$ cat src/rtl/instr_fetch_pkg.sv
// Shared types and constants for the RV32I instruction fetch stage.
package instr_fetch_pkg;

  localparam int unsigned INSTR_WIDTH  = 32;
  localparam int unsigned DEF_PC_WIDTH = 32;

  localparam logic [INSTR_WIDTH-1:0] NOP_INSTR = 32'h0000_0013;

  typedef enum logic {
    S_REQ  = 1'b0,
    S_WAIT = 1'b1
  } fetch_state_t;

endpackage

$ cat src/rtl/instr_fetch_if.sv
// Instruction memory req/gnt/rvalid port; the fetch stage is the master.
interface instr_fetch_if
  import instr_fetch_pkg::*;
#(
  parameter int unsigned ADDR_W = DEF_PC_WIDTH
) ();

  logic                   req;
  logic [ADDR_W-1:0]      addr;
  logic                   gnt;
  logic                   rvalid;
  logic [INSTR_WIDTH-1:0] rdata;

  modport master (output req, addr, input gnt, rvalid, rdata);
  modport slave  (input req, addr, output gnt, rvalid, rdata);

endinterface

$ cat src/rtl/fetch_skid_buf.sv
// IF/ID output register backed by one skid entry, so a stalled consumer
// never loses a fetched instruction that was already in flight.
module fetch_skid_buf
  import instr_fetch_pkg::*;
#(
  parameter int unsigned         PC_WIDTH = DEF_PC_WIDTH,
  parameter logic [PC_WIDTH-1:0] RESET_PC = '0
) (
  input  logic                   clk,
  input  logic                   rst,
  input  logic                   flush,
  input  logic                   stall,
  input  logic                   in_valid,
  input  logic [PC_WIDTH-1:0]    in_pc,
  input  logic [INSTR_WIDTH-1:0] in_instr,
  output logic                   out_valid,
  output logic [PC_WIDTH-1:0]    out_pc,
  output logic [INSTR_WIDTH-1:0] out_instr,
  output logic                   skid_valid
);

  logic [PC_WIDTH-1:0]    skid_pc;
  logic [INSTR_WIDTH-1:0] skid_instr;
  logic                   consume;

  assign consume = out_valid && !stall;

  // The fetch FSM never issues while the skid is full, so in_valid and
  // skid_valid are never both set; the skid always drains first.
  always_ff @(posedge clk) begin
    if (rst) begin
      out_valid  <= 1'b0;
      out_pc     <= RESET_PC;
      out_instr  <= NOP_INSTR;
      skid_valid <= 1'b0;
      skid_pc    <= RESET_PC;
      skid_instr <= NOP_INSTR;
    end else if (flush) begin
      out_valid  <= 1'b0;
      out_instr  <= NOP_INSTR;
      skid_valid <= 1'b0;
    end else if (consume) begin
      if (skid_valid) begin
        out_pc     <= skid_pc;
        out_instr  <= skid_instr;
        skid_valid <= 1'b0;
      end else if (in_valid) begin
        out_pc    <= in_pc;
        out_instr <= in_instr;
      end else begin
        out_valid <= 1'b0;
        out_instr <= NOP_INSTR;
      end
    end else if (in_valid) begin
      if (!out_valid) begin
        out_valid <= 1'b1;
        out_pc    <= in_pc;
        out_instr <= in_instr;
      end else begin
        skid_valid <= 1'b1;
        skid_pc    <= in_pc;
        skid_instr <= in_instr;
      end
    end
  end

endmodule

$ cat src/rtl/instr_fetch.sv
// IF stage: owns the PC, keeps at most one imem request outstanding,
// squashes responses made stale by a redirect and feeds IF/ID via a skid buffer.
module instr_fetch
  import instr_fetch_pkg::*;
#(
  parameter int unsigned         PC_WIDTH = DEF_PC_WIDTH,
  parameter logic [PC_WIDTH-1:0] RESET_PC = '0
) (
  input  logic                   clk,
  input  logic                   rst,
  input  logic                   i_stall,
  input  logic                   i_redirect,
  input  logic [PC_WIDTH-1:0]    i_redirect_pc,
  instr_fetch_if.master          imem,
  output logic                   o_valid,
  output logic [INSTR_WIDTH-1:0] o_instruction,
  output logic [PC_WIDTH-1:0]    o_pc
);

  fetch_state_t        state;
  logic [PC_WIDTH-1:0] pc;
  logic [PC_WIDTH-1:0] req_pc;
  logic [PC_WIDTH-1:0] redirect_target;
  logic                squash;
  logic                skid_valid;
  logic                req_fire;
  logic                deliver;

  assign redirect_target = i_redirect_pc & ~PC_WIDTH'(3);

  // i_stall only reaches the request through the registered skid_valid.
  assign imem.req  = !rst && (state == S_REQ) && !skid_valid && !i_redirect;
  assign imem.addr = pc;
  assign req_fire  = imem.req && imem.gnt;
  assign deliver   = (state == S_WAIT) && imem.rvalid && !squash && !i_redirect;

  // PC, request tracking and squash of the response orphaned by a redirect.
  always_ff @(posedge clk) begin
    if (rst) begin
      state  <= S_REQ;
      pc     <= RESET_PC;
      req_pc <= RESET_PC;
      squash <= 1'b0;
    end else if (i_redirect) begin
      pc <= redirect_target;
      if ((state == S_WAIT) && !imem.rvalid) begin
        squash <= 1'b1;
      end else begin
        state  <= S_REQ;
        squash <= 1'b0;
      end
    end else begin
      unique case (state)
        S_REQ: begin
          if (req_fire) begin
            req_pc <= pc;
            pc     <= pc + PC_WIDTH'(4);
            state  <= S_WAIT;
          end
        end
        S_WAIT: begin
          if (imem.rvalid) begin
            state  <= S_REQ;
            squash <= 1'b0;
          end
        end
        default: state <= S_REQ;
      endcase
    end
  end

  fetch_skid_buf #(
    .PC_WIDTH (PC_WIDTH),
    .RESET_PC (RESET_PC)
  ) u_skid (
    .clk        (clk),
    .rst        (rst),
    .flush      (i_redirect),
    .stall      (i_stall),
    .in_valid   (deliver),
    .in_pc      (req_pc),
    .in_instr   (imem.rdata),
    .out_valid  (o_valid),
    .out_pc     (o_pc),
    .out_instr  (o_instruction),
    .skid_valid (skid_valid)
  );

endmodule
$ cat src/flat_wrapper.sv
// flat-port wrapper written by rule: the top's interface ports become plain ports
module instr_fetch_flat import instr_fetch_pkg::*;
#(
  parameter int unsigned         PC_WIDTH = DEF_PC_WIDTH,
  parameter logic [PC_WIDTH-1:0] RESET_PC = '0
)
  (clk, rst, i_stall, i_redirect, i_redirect_pc, o_valid, o_instruction, o_pc, imem_req, imem_addr, imem_gnt, imem_rvalid, imem_rdata);
  instr_fetch_if imem_i ();
  input  logic clk;
  input  logic rst;
  input  logic i_stall;
  input  logic i_redirect;
  input  logic [PC_WIDTH-1:0] i_redirect_pc;
  output logic o_valid;
  output logic [INSTR_WIDTH-1:0] o_instruction;
  output logic [PC_WIDTH-1:0] o_pc;
  output wire logic [$bits(imem_i.req)-1:0] imem_req;
  output wire logic [$bits(imem_i.addr)-1:0] imem_addr;
  input wire logic [$bits(imem_i.gnt)-1:0] imem_gnt;
  input wire logic [$bits(imem_i.rvalid)-1:0] imem_rvalid;
  input wire logic [$bits(imem_i.rdata)-1:0] imem_rdata;
  assign imem_req = imem_i.req;
  assign imem_addr = imem_i.addr;
  assign imem_i.gnt = imem_gnt;
  assign imem_i.rvalid = imem_rvalid;
  assign imem_i.rdata = imem_rdata;
  instr_fetch #(.PC_WIDTH(PC_WIDTH), .RESET_PC(RESET_PC)) u_core (.clk(clk), .rst(rst), .i_stall(i_stall), .i_redirect(i_redirect), .i_redirect_pc(i_redirect_pc), .imem(imem_i), .o_valid(o_valid), .o_instruction(o_instruction), .o_pc(o_pc));
endmodule
$ cat config.mk
export PLATFORM = sky130hd
export DESIGN_NAME = instr_fetch_flat
export DESIGN_NICKNAME = d
export VERILOG_FILES = /design/src/rtl/instr_fetch_pkg.sv /design/src/rtl/instr_fetch_if.sv /design/src/rtl/fetch_skid_buf.sv /design/src/rtl/instr_fetch.sv /design/src/flat_wrapper.sv
export SDC_FILE = /design/constraint.sdc
export NUM_CORES = 1
export LEC_CHECK = 0
export ABC_AREA = 1
export CAP_MARGIN = 20
export CELL_PAD_IN_SITES_DETAIL_PLACEMENT = 1
export CELL_PAD_IN_SITES_GLOBAL_PLACEMENT = 1
export CORE_MARGIN = 2
export CORE_UTILIZATION = 30
export DETAILED_ROUTE_END_ITERATION = 8
export GPL_TIMING_DRIVEN = 0
export PLACE_DENSITY_LB_ADDON = 0.1
export SKIP_CTS_REPAIR_TIMING = 1
export SLEW_MARGIN = 20
export SYNTH_ARGS = -nofsm -noshare
export SYNTH_HDL_FRONTEND = slang
export SYNTH_SLANG_ARGS = --single-unit
export TNS_END_PERCENT = 50
$ cat constraint.sdc
create_clock -name clk -period 2.55 [get_ports clk]
set_input_delay 0.3825 -clock clk [delete_from_list [all_inputs] [get_ports clk]]
set_output_delay 0.3825 -clock clk [all_outputs]
set_load 0.005 [all_outputs]
### After elaboration in Yosys (flattened, before gate mapping)

Index checks and enable logic that the tools add are counted.
Widths: inputs -> output; s select.

* input port bits: 70
* output and inout bits: 98
* register bits after elaboration: 196
* bits in latches: 0
* logic and storage cells: 77
* memories kept: 0
* bits in read-only memories: 0
* memory bits (writable): 0

* muxes and demuxes: 26
* equality and inequality tests: 5
* $add $sub $neg: 1
* divide/modulo/power cells: 0
* reduce and logical (&&, ||, !) cells: 31
* multipliers: 0
* shift operators: 0
* bitwise logic cells: 3
* $lt $le $gt $ge: 0

Operator list (number)
* $mux 32: 13
* $add 32x3->32 const B: 1
* $mux 1: 12
* $reduce_and 2->1: 5
* $reduce_bool 2->1: 5
* $logic_and 1x1->1: 9
* $ne 2x2->1 const B: 4
* $reduce_and 4->1: 2
* $logic_not 1->1: 6
* $reduce_and 3->1: 2
* $not 1->1: 3
* $reduce_or 3->1: 1
* $ne 2x1->1 const B: 1
* $pmux 1 s2: 1
* $reduce_or 2->1: 1

### Longest topological paths before layout

* depth in word-level cells: 8
* gate-level depth with buffers: 11
* depth with buffers taken out: 11

### Cells and area by module

Synthesis repeated with hierarchy kept, for this count alone.

* cells, all modules: 1373
* area, all modules: 9103.7 um2

By module, submodules not included
* fetch_skid_buf: cells each 878, seq. area each 2602.5 um2, instances 1, area each 5840.6 um2
* instr_fetch: cells each 495, seq. area each 1241.2 um2, instances 1, area each 3263.1 um2

### Worst setup path after synthesis

No wires, ideal clock.

* kind: flip-flop to flip-flop
* start point: register u_core.pc[3], in the netlist u_core.imem.addr[3]
* end point: register u_core.pc[22], in the netlist u_core.imem.addr[22]
* path buffers: 0
* setup time: 0.110 ns
* data arrival time: 1.415 ns
* setup slack: 1.025 ns
* cell stages (with the launch flop): 11
* data required time: 2.440 ns
* clock period less this slack: 1.525 ns
* path through: dfxtp_1 -> ha_1 -> nand3_1 -> nor2_1 -> nand2_1 -> nor3_4 -> nand2_1 -> nand2_1 -> nand3_1 -> nand2_1 -> inv_1

* longest elaborated chain between the ends: 4

RTL lines
* start, declared: RTL line instr_fetch.sv:21 `logic [PC_WIDTH-1:0] pc;`
* start signal, assigned: RTL line instr_fetch.sv:45 `pc <= redirect_target;`
* start signal, assigned: RTL line instr_fetch.sv:57 `pc <= pc + PC_WIDTH'(4);`
* $add 32x3->32: RTL line instr_fetch.sv:57
* $mux 32: RTL line instr_fetch.sv:55 `if (req_fire) begin`
* $mux 32: RTL line instr_fetch.sv:53 `unique case (state)`
* $mux 32: RTL line instr_fetch.sv:44 `end else if (i_redirect) begin`

Every way passes these cells. The select of a mux whose other input is x is not followed.
A chain may end at the register's enable or synchronous reset.

### Worst setup path in the final report

* start point: input port i_redirect
* end point: output port imem_req

* longest elaborated chain between the ends: 2

RTL lines
* start, declared: RTL line flat_wrapper.sv:12 `input logic i_redirect;`
* $logic_not 1->1: RTL line instr_fetch.sv:32 `assign imem.req = !rst && (state == S_REQ) && !skid_valid && !i_redirect;`
* $logic_and 1x1->1: RTL line instr_fetch.sv:32
* end, declared: RTL line flat_wrapper.sv:17 `output wire logic [$bits(imem_i.req)-1:0] imem_req;`

Every way passes these cells.

==> out/results.tsv <==
stage	metric	value	unit
yosys	cell area after synthesis	0.00839	mm²
routing	DRT Pass-1 Iters	4	
yosys	ys flop type	dfxtp_1	
place	DP Wirelength	22200	µm
sta	TNS Setup	0	ps
worst_setup_path	worst reg2reg startpoint	u_core.imem.addr[2]	
hold_path	Hold Path Cell Cnt	2	
worst_setup_path	CP Cell Sequence	clkdlybuf4s50_1, inv_1, nand2_4, nor3_2, clkdlybuf4s50_1	
worst_setup_path	CP Max Fanout	13	
worst_setup_path	flop2flop setup slack	580	ps
floorplan	core area	0.0276	mm²
cts	Sink Count	188	
yosys	synth unique cells	38	
run	max_cap viols	0	
sta	max-slew violations	0	
cts	CTS max path bufs	2	
finish	share of cells above drive strength 1	7.03	%
global_routing	antenna violations before repair	0	
finish	multi-input combinational cell area	0.00378	mm²
yosys	yosys synthesis warning count	0	
routing	Routed WL	28900	µm
sta	# setup viols final	0	
cts	Clock transition at path regs	70	ps
global_routing	largest net degree at the start of global routing	19	
hold_path	endpoint with the worst hold slack	u_core.squash	
floorplan	Initial Util	30.4	%
routing	Vias/cell	4.66	
cts	CTS HTree Levels	4	
sta	Fin. Hold Viols	0	
yosys	leading post-synthesis cells by cell area	dfxtp_1 (45%), nand2_1 (11%), o21ai_0 (7.9%), a21oi_1 (7.2%), nor2_1 (5.5%)	
sta	skew final	15.8	ps
worst_setup_path	WP data arrival	2060	ps
yosys	Syn Area/Cell	6.99	µm²
global_routing	first-pass GRT wire length	45800	µm
yosys	Post-synth EDFFs	0	
worst_setup_path	crit end category	output port	
finish	register area	0.00376	mm²
sta	RSZ-0062 raised after global routing	false	
finish	Layout Nets	1452	
hold_path	path type of the worst min-delay path	input port to flop	
worst_setup_path	Most common cell on crit path	clkdlybuf4s50_1	
sta	Fmax achieved	0.410	GHz
cts	CTS Buf Count	17	
worst_setup_path	Critical Path Start Type	input port	
worst_setup_path	reg-to-reg endpoint	u_core.imem.addr[22]	
place	PortBufs	160	
worst_setup_path	kind of critical path	input port to output port	
yosys	sequential area share after synthesis	44.8	%
finish	Area Overhead vs Synth	31.7	%
yosys	Syn Inst Count	1200	
place	GPL Wtd Cong	0.856	
yosys	post-synthesis register bit count	188	
worst_setup_path	reg2reg path depth	10	
floorplan	# IOs	168	
global_routing	GRT overflow	0	
yosys	top-area cell type share of the netlist area	44.8	%
routing	Antenna Nets Post-Route	0	
pwr	LEAKAGE	3.92	nW
floorplan	# rows	61	
worst_setup_path	CP max-delay cell	clkdlybuf4s50_1	
hold_path	hold_sp	rst	
floorplan	die footprint	0.0293	mm²
finish	FILL cells	3535	
run_status	status	completed	
sta	Slew headroom	54.6	%
global_routing	vias in the first global route	8346	
sta	Hold Slack	326	ps
routing	drt wl/cell	16.3	µm
sta	Final min period	2440	ps
routing	via count	8260	
sta	Worst-Margin Slew	681	ps
pwr	IR Drop Worst-Case VDD	464	µV
global_routing	Total GRT Usage	20.2	%
floorplan	Die Y	171	µm
yosys	largest area contributor in the netlist	dfxtp_1	
sta	Final period util	95.7	%
routing	initial DRC count	336	
pwr	power density cells	561	mW/mm²
cts	worst skew pair latency	440	ps
routing	DRC viols	0	
cts	CTS Root Buffer Type	clkbuf_16	
cts	CTS tree	done	
floorplan	Die W	171	µm
yosys	asr flop ratio synth	0	%
worst_setup_path	CP peak stage delay	550	ps
worst_setup_path	WP data required	2170	ps
flip-flops by register name (all words and copies together), names as in the netlist:
name / cells
u_core.imem.addr: 30
u_core.req_pc: 30
u_core.squash: 1
u_core.state: 1
u_core.u_skid.out_instr: 32
u_core.u_skid.out_pc: 30
u_core.u_skid.out_valid: 1
u_core.u_skid.skid_instr: 32
u_core.u_skid.skid_pc: 30
u_core.u_skid.skid_valid: 1
kinds of logic (layout without fill, tap and decap cells):
group | Yosys count | in the layout | synth area share (%)
and+or+nand+nor | 473 | 473 | 23.4
DFF | 188 | 188 | 44.8
adders and majority gates | 1 | 1 | 0.149
AOI/OAI and AO/OA | 325 | 325 | 20.3
xor gates and xnor gates | 8 | 8 | 0.835
buffers and inverters | 204 | 395 | 10.4
other | 1 | 5 | 0.0447
stage by stage:
stage                     area, µm²  std cells  setup slack, ps  power, W  util, %
after detailed placement      10500       1741             -377   0.00365     37.9
final                         11100       1773              109   0.00620     40.0
after global routing          11100       1772             26.3   0.00646     40.0
after global placement        10500       1741             -380   0.00365     37.9
after CTS                     11000       1773             -398   0.00628     40.0
after floorplan                8400       1203             1020   0.00334        -
cell type report:
class,count,share of cell area (%)
well taps,378,4.28
inverters,126,4.31
plain buffers,77,3.57
clock inverters,13,1.09
diodes,1,0.0226
clock buffers,19,4.01
flip-flops and latches,188,34.1
repair buffers,160,14.5
multi-input cells,811,34.2
layer usage:
metal / wire length, µm / global-route usage, % / share of wire, %
met5: 0 / 0 / 0
met4: 250 / 4.46 / 0.86
met3: 1080 / 2.97 / 3.7
met2: 12900 / 31.8 / 45
met1: 14700 / 29.1 / 51
cells in the final DEF, fill, tap and decap left out, types with 9 or more instances in the layout:
cell             count
clkdlybuf4s50_1    160
clkbuf_1            30
nand2_1            255
clkbuf_16           17
dfxtp_1            188
buf_2               36
a21oi_1            121
nor2_1             124
inv_1              119
o21ai_0            133
o21ai_1             42
nand3_1             68
a31oi_1              9
power breakdown:
group / switching (W) / total (W) / leakage (nW) / internal (W)
clock network: 0.00129 / 0.00261 / 0.276 / 0.00132
logic: 0.000274 / 0.000521 / 2.12 / 0.000247
registers: 0.0000786 / 0.00306 / 1.52 / 0.00298
worst max-delay path: cells and delay by family:
kind                   cells  cell delay [ps]
AND/OR/NAND/NOR            2              390
buffers and inverters      3             1290
Yosys cell counts (3+ instances only):
| cell type | instances |
|---|---|
| a211oi_1 | 3 |
| a21oi_1 | 121 |
| a31oi_1 | 9 |
| buf_2 | 36 |
| buf_4 | 4 |
| buf_6 | 6 |
| clkbuf_1 | 30 |
| dfxtp_1 | 188 |
| inv_1 | 119 |
| inv_2 | 5 |
| nand2_1 | 256 |
| nand2_2 | 3 |
| nand3_1 | 68 |
| nand3b_1 | 4 |
| nand4_1 | 5 |
| nor2_1 | 124 |
| nor2_4 | 3 |
| nor3_1 | 5 |
| o211ai_1 | 5 |
| o21a_1 | 7 |
| o21ai_0 | 133 |
| o21ai_1 | 42 |
| xnor2_1 | 3 |
| xor2_1 | 5 |
how the worst max path moves through the flow:
stage / startpoint / end / slack, ps / depth (start not counted)
6_report: i_redirect / imem_req / 110 / 5
5_1_grt: i_redirect / imem_req / 30 / 5
4_1_cts: i_redirect / imem_req / -400 / 6
3_5_place_dp: i_redirect / imem_req / -380 / 6
3_3_place_gp: i_redirect / imem_req / -380 / 6
2_1_floorplan: u_core.imem.addr[3] / u_core.imem.addr[22] / 1020 / 10
No activity file was read; power rests on OpenSTA's default activity.
==> patch 1, RTL diff (config.mk and constraints unchanged) <==
Set the package constant `INSTR_WIDTH` to 16 (it was 32).
--- a/src/rtl/instr_fetch_pkg.sv
+++ b/src/rtl/instr_fetch_pkg.sv
@@ -1,7 +1,7 @@
 // Shared types and constants for the RV32I instruction fetch stage.
 package instr_fetch_pkg;
 
-  localparam int unsigned INSTR_WIDTH  = 32;
+  localparam int unsigned INSTR_WIDTH  = 16;
   localparam int unsigned DEF_PC_WIDTH = 32;
 
   localparam logic [INSTR_WIDTH-1:0] NOP_INSTR = 32'h0000_0013;
Interface: changed (resized imem_rdata and o_instruction); port bits go from 168 to 136. The function was not compared with the original's and may differ.
==> patch 1 against the original RTL <==
Synthesized area decreased by 13%; register-to-register slack improved by 0.06 ns; sequential cell count decreased by 32; worst setup slack improved by 0.32 ns; final cell count decreased by 13%; power decreased by 8.5%; final area decreased by 14%; wire length decreased by 12%; sequential power decreased by 16%; sequential share of layout area decreased by 1.4 points; clock skew decreased by 0.0052 ns.
==> patch 1: results (changes against the original RTL) <==
Global route
  – GRT Total Usage: 0.203 (was 0.202)
  – Largest net degree at the start of global routing: 17 (was 19)
  – First-pass GRT wire length: 40900 um (was 45800 um)

Outcome
  – Outcome: finished clean (unchanged)

Routing
  – DR WL/cell: 16.5 um (was 16.3 um)
  – DRT iter0 DRCs: 317 (was 336)
  – Via count: 7324 (was 8260)
  – Pre-Repair DR Iteration Count: 5 (was 4)
  – Detailed-route vias per instance: 4.74 (was 4.66)

Placed design
  – DP HPWL: 19300 um (was 22200 um)
  – Count of input and output buffers: 128 (was 160)
  – Area after DPL: 8960 um^2 (was 10500 um^2)
  – Routability Congestion: 0.834 (was 0.856)
  – Inst Count DP: 1516 (was 1741)

Worst setup path
  – Setup slack on the worst flop-to-flop path: 0.64 ns (was 0.58 ns)
  – FF-to-FF End: u_core.imem.addr[26] (was u_core.imem.addr[22])
  – Crit-path max FO: 7 (was 13)
  – Critical Path Slowest Stage Cell: clkdlybuf4s50_1 (unchanged)
  – Reg2reg start: u_core.imem.addr[3] (was u_core.imem.addr[2])
  – WP data arrival: 1.74 ns (was 2.06 ns)

CTS
  – CTS root buf: clkbuf_16 (unchanged)
  – Clock-pin transition on the worst setup and hold timing paths: 0.07 ns (about the same)
  – Clock Latency Late Sink: 0.42 ns (was 0.44 ns)

Logic synthesis
  – Register area share after synthesis: 0.430 (was 0.448)
  – Synth top cells by count: 260 x nand2_1, 156 x dfxtp_1, 111 x inv_1, 104 x nor2_1, 97 x o21ai_0 (was 256 x nand2_1, 188 x dfxtp_1, 133 x o21ai_0, 124 x nor2_1, 121 x a21oi_1)
  – Cells after Synth: 1066 (was 1200)
  – Cells taking the most area after synthesis: dfxtp_1 43%, nand2_1 13%, o21ai_0 6.7% (was dfxtp_1 45%, nand2_1 11%, o21ai_0 7.9%)
  – Post-synth cell types: 35 (was 38)

Hold path
  – Hold Path Stages: 3 (was 2)
  – Hold EP: u_core.u_skid.out_instr[1] (was u_core.squash)
  – HP Start: i_redirect (was rst)
  – Hold Path Class: input port to flop (unchanged)

Pwr
  – P_leak: 3.65 nW (was 3.92 nW)
  – Largest vdd supply drop: 323 uV (was 464 uV)

Final layout
  – Nets: 1271 (was 1452)
  – Layout cell share with drive strength beyond 1: 0.0750 (was 0.0703)
  – ANT cells: 0 (was 1)

Timing
  – Max-slew headroom: 0.486 (was 0.546)
  – Clock Skews: 0.0106 ns (was 0.0158 ns)
-- patch 1: worst max path at each step --
stage	start	end	slack (ns)	cells past startpoint
floorplan	u_core.imem.addr[3]	u_core.imem.addr[26]	1.05	10
global placement	rst	imem_req	-0.02	5
detailed placement	rst	imem_req	-0.02	5
CTS	rst	imem_req	-0.04	5
global route	u_core.imem.addr[3]	u_core.imem.addr[26]	0.36	10
finish	rst	imem_req	0.42	5
-- patch 1: power breakdown --
group          internal [mW]  switching (mW)
Clock                   1.58            1.05
Combinational          0.215           0.256
Sequential              2.49          0.0734
Total                   4.29            1.38
-- patch 1: stage by stage --
| stage | hold slack (ns) | setup slack, ns | setup TNS (ns) | power (mW) |
|---|---|---|---|---|
| 2_1_floorplan | 0.425 | 1.05 | 0 | 2.82 |
| 3_3_place_gp | 0.434 | -0.0204 | -0.0204 | 3.09 |
| 3_5_place_dp | 0.441 | -0.0218 | -0.0218 | 3.09 |
| 4_1_cts | 0.309 | -0.0380 | -0.0380 | 5.74 |
| 5_1_grt | 0.331 | 0.360 | 0 | 5.89 |
| 6_report | 0.320 | 0.425 | 0 | 5.67 |
-- patch 1: layout make-up --
type                            instances  area (um^2)
Buffer                                 66          360
Clock inverter                         10          140
Inverter                              118          443
Fill cell                            3045        14100
Tap cell                              319          399
Timing Repair Buffer                  128         1280
Multi-Input combinational cell        729         3350
Clock buffer                           20          457
Sequential cell                       156         3120
-- patch 1: per-layer routing --
layer | share of wire | up-vias | GRT usage
met2 | 0.46 | 148 | 0.327
li1 | - | 3744 | -
met4 | 0.014 | 0 | 0.0533
met1 | 0.50 | 3411 | 0.283
met5 | 0 | - | 0
met3 | 0.034 | 21 | 0.0314
-- patch 1: worst reg2reg max path, delay by kind of cell (launching register included) --
kind,cells,cell delay [ns]
and+or+nand+nor,8,1.10
DFF,1,0.45
adders and majority gates,1,0.23
buffers and inverters,1,0.04
-- patch 1: cells by family (layout without fill, tap and decap cells) --
logic type / Yosys count / in the layout / share of synthesized area
AO/OA/AOI/OAI: 233 / 233 / 0.171
buffers and inverters: 184 / 342 / 0.111
AND/OR/NAND/NOR: 490 / 490 / 0.285
adder cells (fa/ha/maj): 1 / 1 / 0.00172
flip-flops: 156 / 156 / 0.430
other: 1 / 4 / 0.000516
XOR/XNOR: 1 / 1 / 0.00121
==> patch 2, RTL diff (config.mk and constraints unchanged) <==
Made on the original files. Make the reset (`rst`) asynchronous in 2 clocked blocks.
--- a/src/rtl/fetch_skid_buf.sv
+++ b/src/rtl/fetch_skid_buf.sv
@@ -27,7 +27,7 @@
 
   // The fetch FSM never issues while the skid is full, so in_valid and
   // skid_valid are never both set; the skid always drains first.
-  always_ff @(posedge clk) begin
+  always_ff @(posedge clk or posedge rst) begin
     if (rst) begin
       out_valid  <= 1'b0;
       out_pc     <= RESET_PC;
--- a/src/rtl/instr_fetch.sv
+++ b/src/rtl/instr_fetch.sv
@@ -35,7 +35,7 @@
   assign deliver   = (state == S_WAIT) && imem.rvalid && !squash && !i_redirect;
 
   // PC, request tracking and squash of the response orphaned by a redirect.
-  always_ff @(posedge clk) begin
+  always_ff @(posedge clk or posedge rst) begin
     if (rst) begin
       state  <= S_REQ;
       pc     <= RESET_PC;
Check against the original RTL: differs if rst is asserted again (counterexample within 4 cycles, from zero or initial values and one cycle with rst high); with rst held inactive, the same outputs for 4 cycles.
==> patch 2 against the original RTL <==
Synthesized area is 7.6% higher; final cell count is 8.9% lower; count of clock-buffer cells in the layout did not move; final area up 7.6%; worst hold slack worse by 0.013 ns; non-clock buffer count fell by 12; via count fell by 8.8%; synthesized cell count fell by 15%; sequential cell count is the same; wire length down 0.37%; worst setup slack gained 0.12 ns.
Power is not compared: it rests on default switching activity, and its combinational part moved more than twofold at a synthesized area within 25%.
==> patch 2: results (changes against the original RTL) <==
Outcome
  – Outcome: finished clean (unchanged)

Routing
  – DR WL/cell: 17.9 um (was 16.3 um)
  – Via count: 7536 (was 8260)
  – DRT iter0 DRCs: 281 (was 336)
  – Pre-Repair DR Iteration Count: 6 (was 4)

Global route
  – GRT Total Usage: 0.190 (was 0.202)
  – GR Util met1: 0.252 (was 0.291)
  – Met2 GRT Util: 0.325 (was 0.318)
  – Vias in the first global route: 7979 (was 8346)
  – First-pass GRT wire length: 45700 um (was 45800 um)
  – Grt met3 use: 0.0268 (was 0.0297)
  – Largest net degree at the start of global routing: 32 (was 19)

Timing
  – Endpoints failing setup: 0 (unchanged)
  – Slew at the pin with the worst max-slew slack: 0.863 ns (was 0.681 ns)
  – Clock Skews: 0.0135 ns (was 0.0158 ns)

Logic synthesis
  – Cells taking the most area after synthesis: dfrtp_1 50%, nand2_1 7.5%, nor2_1 7.3% (was dfxtp_1 45%, nand2_1 11%, o21ai_0 7.9%)
  – Post-synth cell types: 45 (was 38)
  – Post-synth ARST share: 1.00 (was 0)
  – Synth top cells by count: 182 x dfrtp_1, 181 x nand2_1, 176 x nor2_1, 94 x inv_1, 80 x o21ai_0 (was 256 x nand2_1, 188 x dfxtp_1, 133 x o21ai_0, 124 x nor2_1, 121 x a21oi_1)
  – Register area share after synthesis: 0.522 (was 0.448)

Final layout
  – Nets: 1283 (was 1452)
  – Largest regs: u_core.u_skid.out_instr: 32 flops, u_core.u_skid.skid_instr: 32 flops (unchanged)
  – Layout cell share with drive strength beyond 1: 0.128 (was 0.0703)
  – ANT cells: 0 (was 1)

Worst setup path
  – Crit-path max FO: 17 (was 13)
  – WP data arrival: 1.94 ns (was 2.06 ns)

CTS
  – Clock-pin transition on the worst setup and hold timing paths: 0.07 ns (about the same)
  – CTS max path bufs: 2 (unchanged)

Placed design
  – DP HPWL: 22100 um (was 22200 um)
  – Routability Congestion: 0.882 (was 0.856)
[patch 2: cell count changes after synthesis, moves of 20 or more]
cell	before	now
mux2_4	0	20
buf_2	36	15
nor2_1	124	176
dfrtp_1	0	182
dfxtp_1	188	0
a21oi_1	121	61
o21ai_0	133	80
nand2_1	256	181
a31oi_2	0	30
o21ai_1	42	3
inv_1	119	94
[patch 2: cells by family after synthesis]
group,after synthesis,synth area share
other,1,0.000415
muxes,24,0.0382
adders and majority gates,1,0.00139
AOI/OAI and AO/OA,206,0.150
xor gates and xnor gates,5,0.00485
and+or+nand+nor,443,0.202
DFF,188,0.522
buffers and inverters,156,0.0815
[patch 2: path summary, 6_finish.rpt]
kind | from | slack, ns | to | cells past startpoint
worst min register to register | u_core.u_skid.out_instr[4] | 0.48 | u_core.u_skid.out_instr[4] | 2
max in group asynchronous | rst | 1.05 | u_core.u_skid.skid_instr[0] | 6
worst max register to register | u_core.u_skid.skid_valid | 0.41 | u_core.imem.addr[11] | 7
min in group asynchronous | rst | 0.40 | u_core.u_skid.out_pc[20] | 2
worst max-delay path | u_core.u_skid.skid_valid | 0.22 | imem_req | 3
worst min-delay path | i_redirect | 0.31 | u_core.squash | 3
[patch 2: stage by stage]
step | cells | cell area, um^2 | setup WS [ns]
6_report | 1615 | 11900 | 0.224
4_1_cts | 1616 | 11900 | -0.334
3_3_place_gp | 1577 | 11100 | -2.27
3_5_place_dp | 1584 | 11300 | -0.0306
2_1_floorplan | 1027 | 9050 | -0.248
5_1_grt | 1615 | 11900 | 0.137
[patch 2: layout make-up]
class / count / area, um^2
multi-input combinational: 683 / 3610
clock inverter: 13 / 146
buffer: 58 / 363
inverter: 97 / 373
tap: 390 / 488
timing repair buffer: 167 / 1750
sequential: 188 / 4710
fill: 3503 / 17700
clock buffer: 19 / 453
[patch 2: metal layers]
layer	up-vias	routed length, um
met5	-	0
li1	3706	-
met2	138	14000
met1	3668	13600
met4	0	327
met3	24	864
[patch 2: critical path: stages, from the launching register on]
cell	delay, ns
dfrtp_1	0.36
buf_2	0.25
nor4_4	0.33
clkdlybuf4s50_1	0.57
[patch 2: power by group]
group | internal, mW | switching (mW)
clock network | 1.45 | 1.30
logic | 1.13 | 0.902
registers | 3.50 | 0.414
total | 6.08 | 2.61
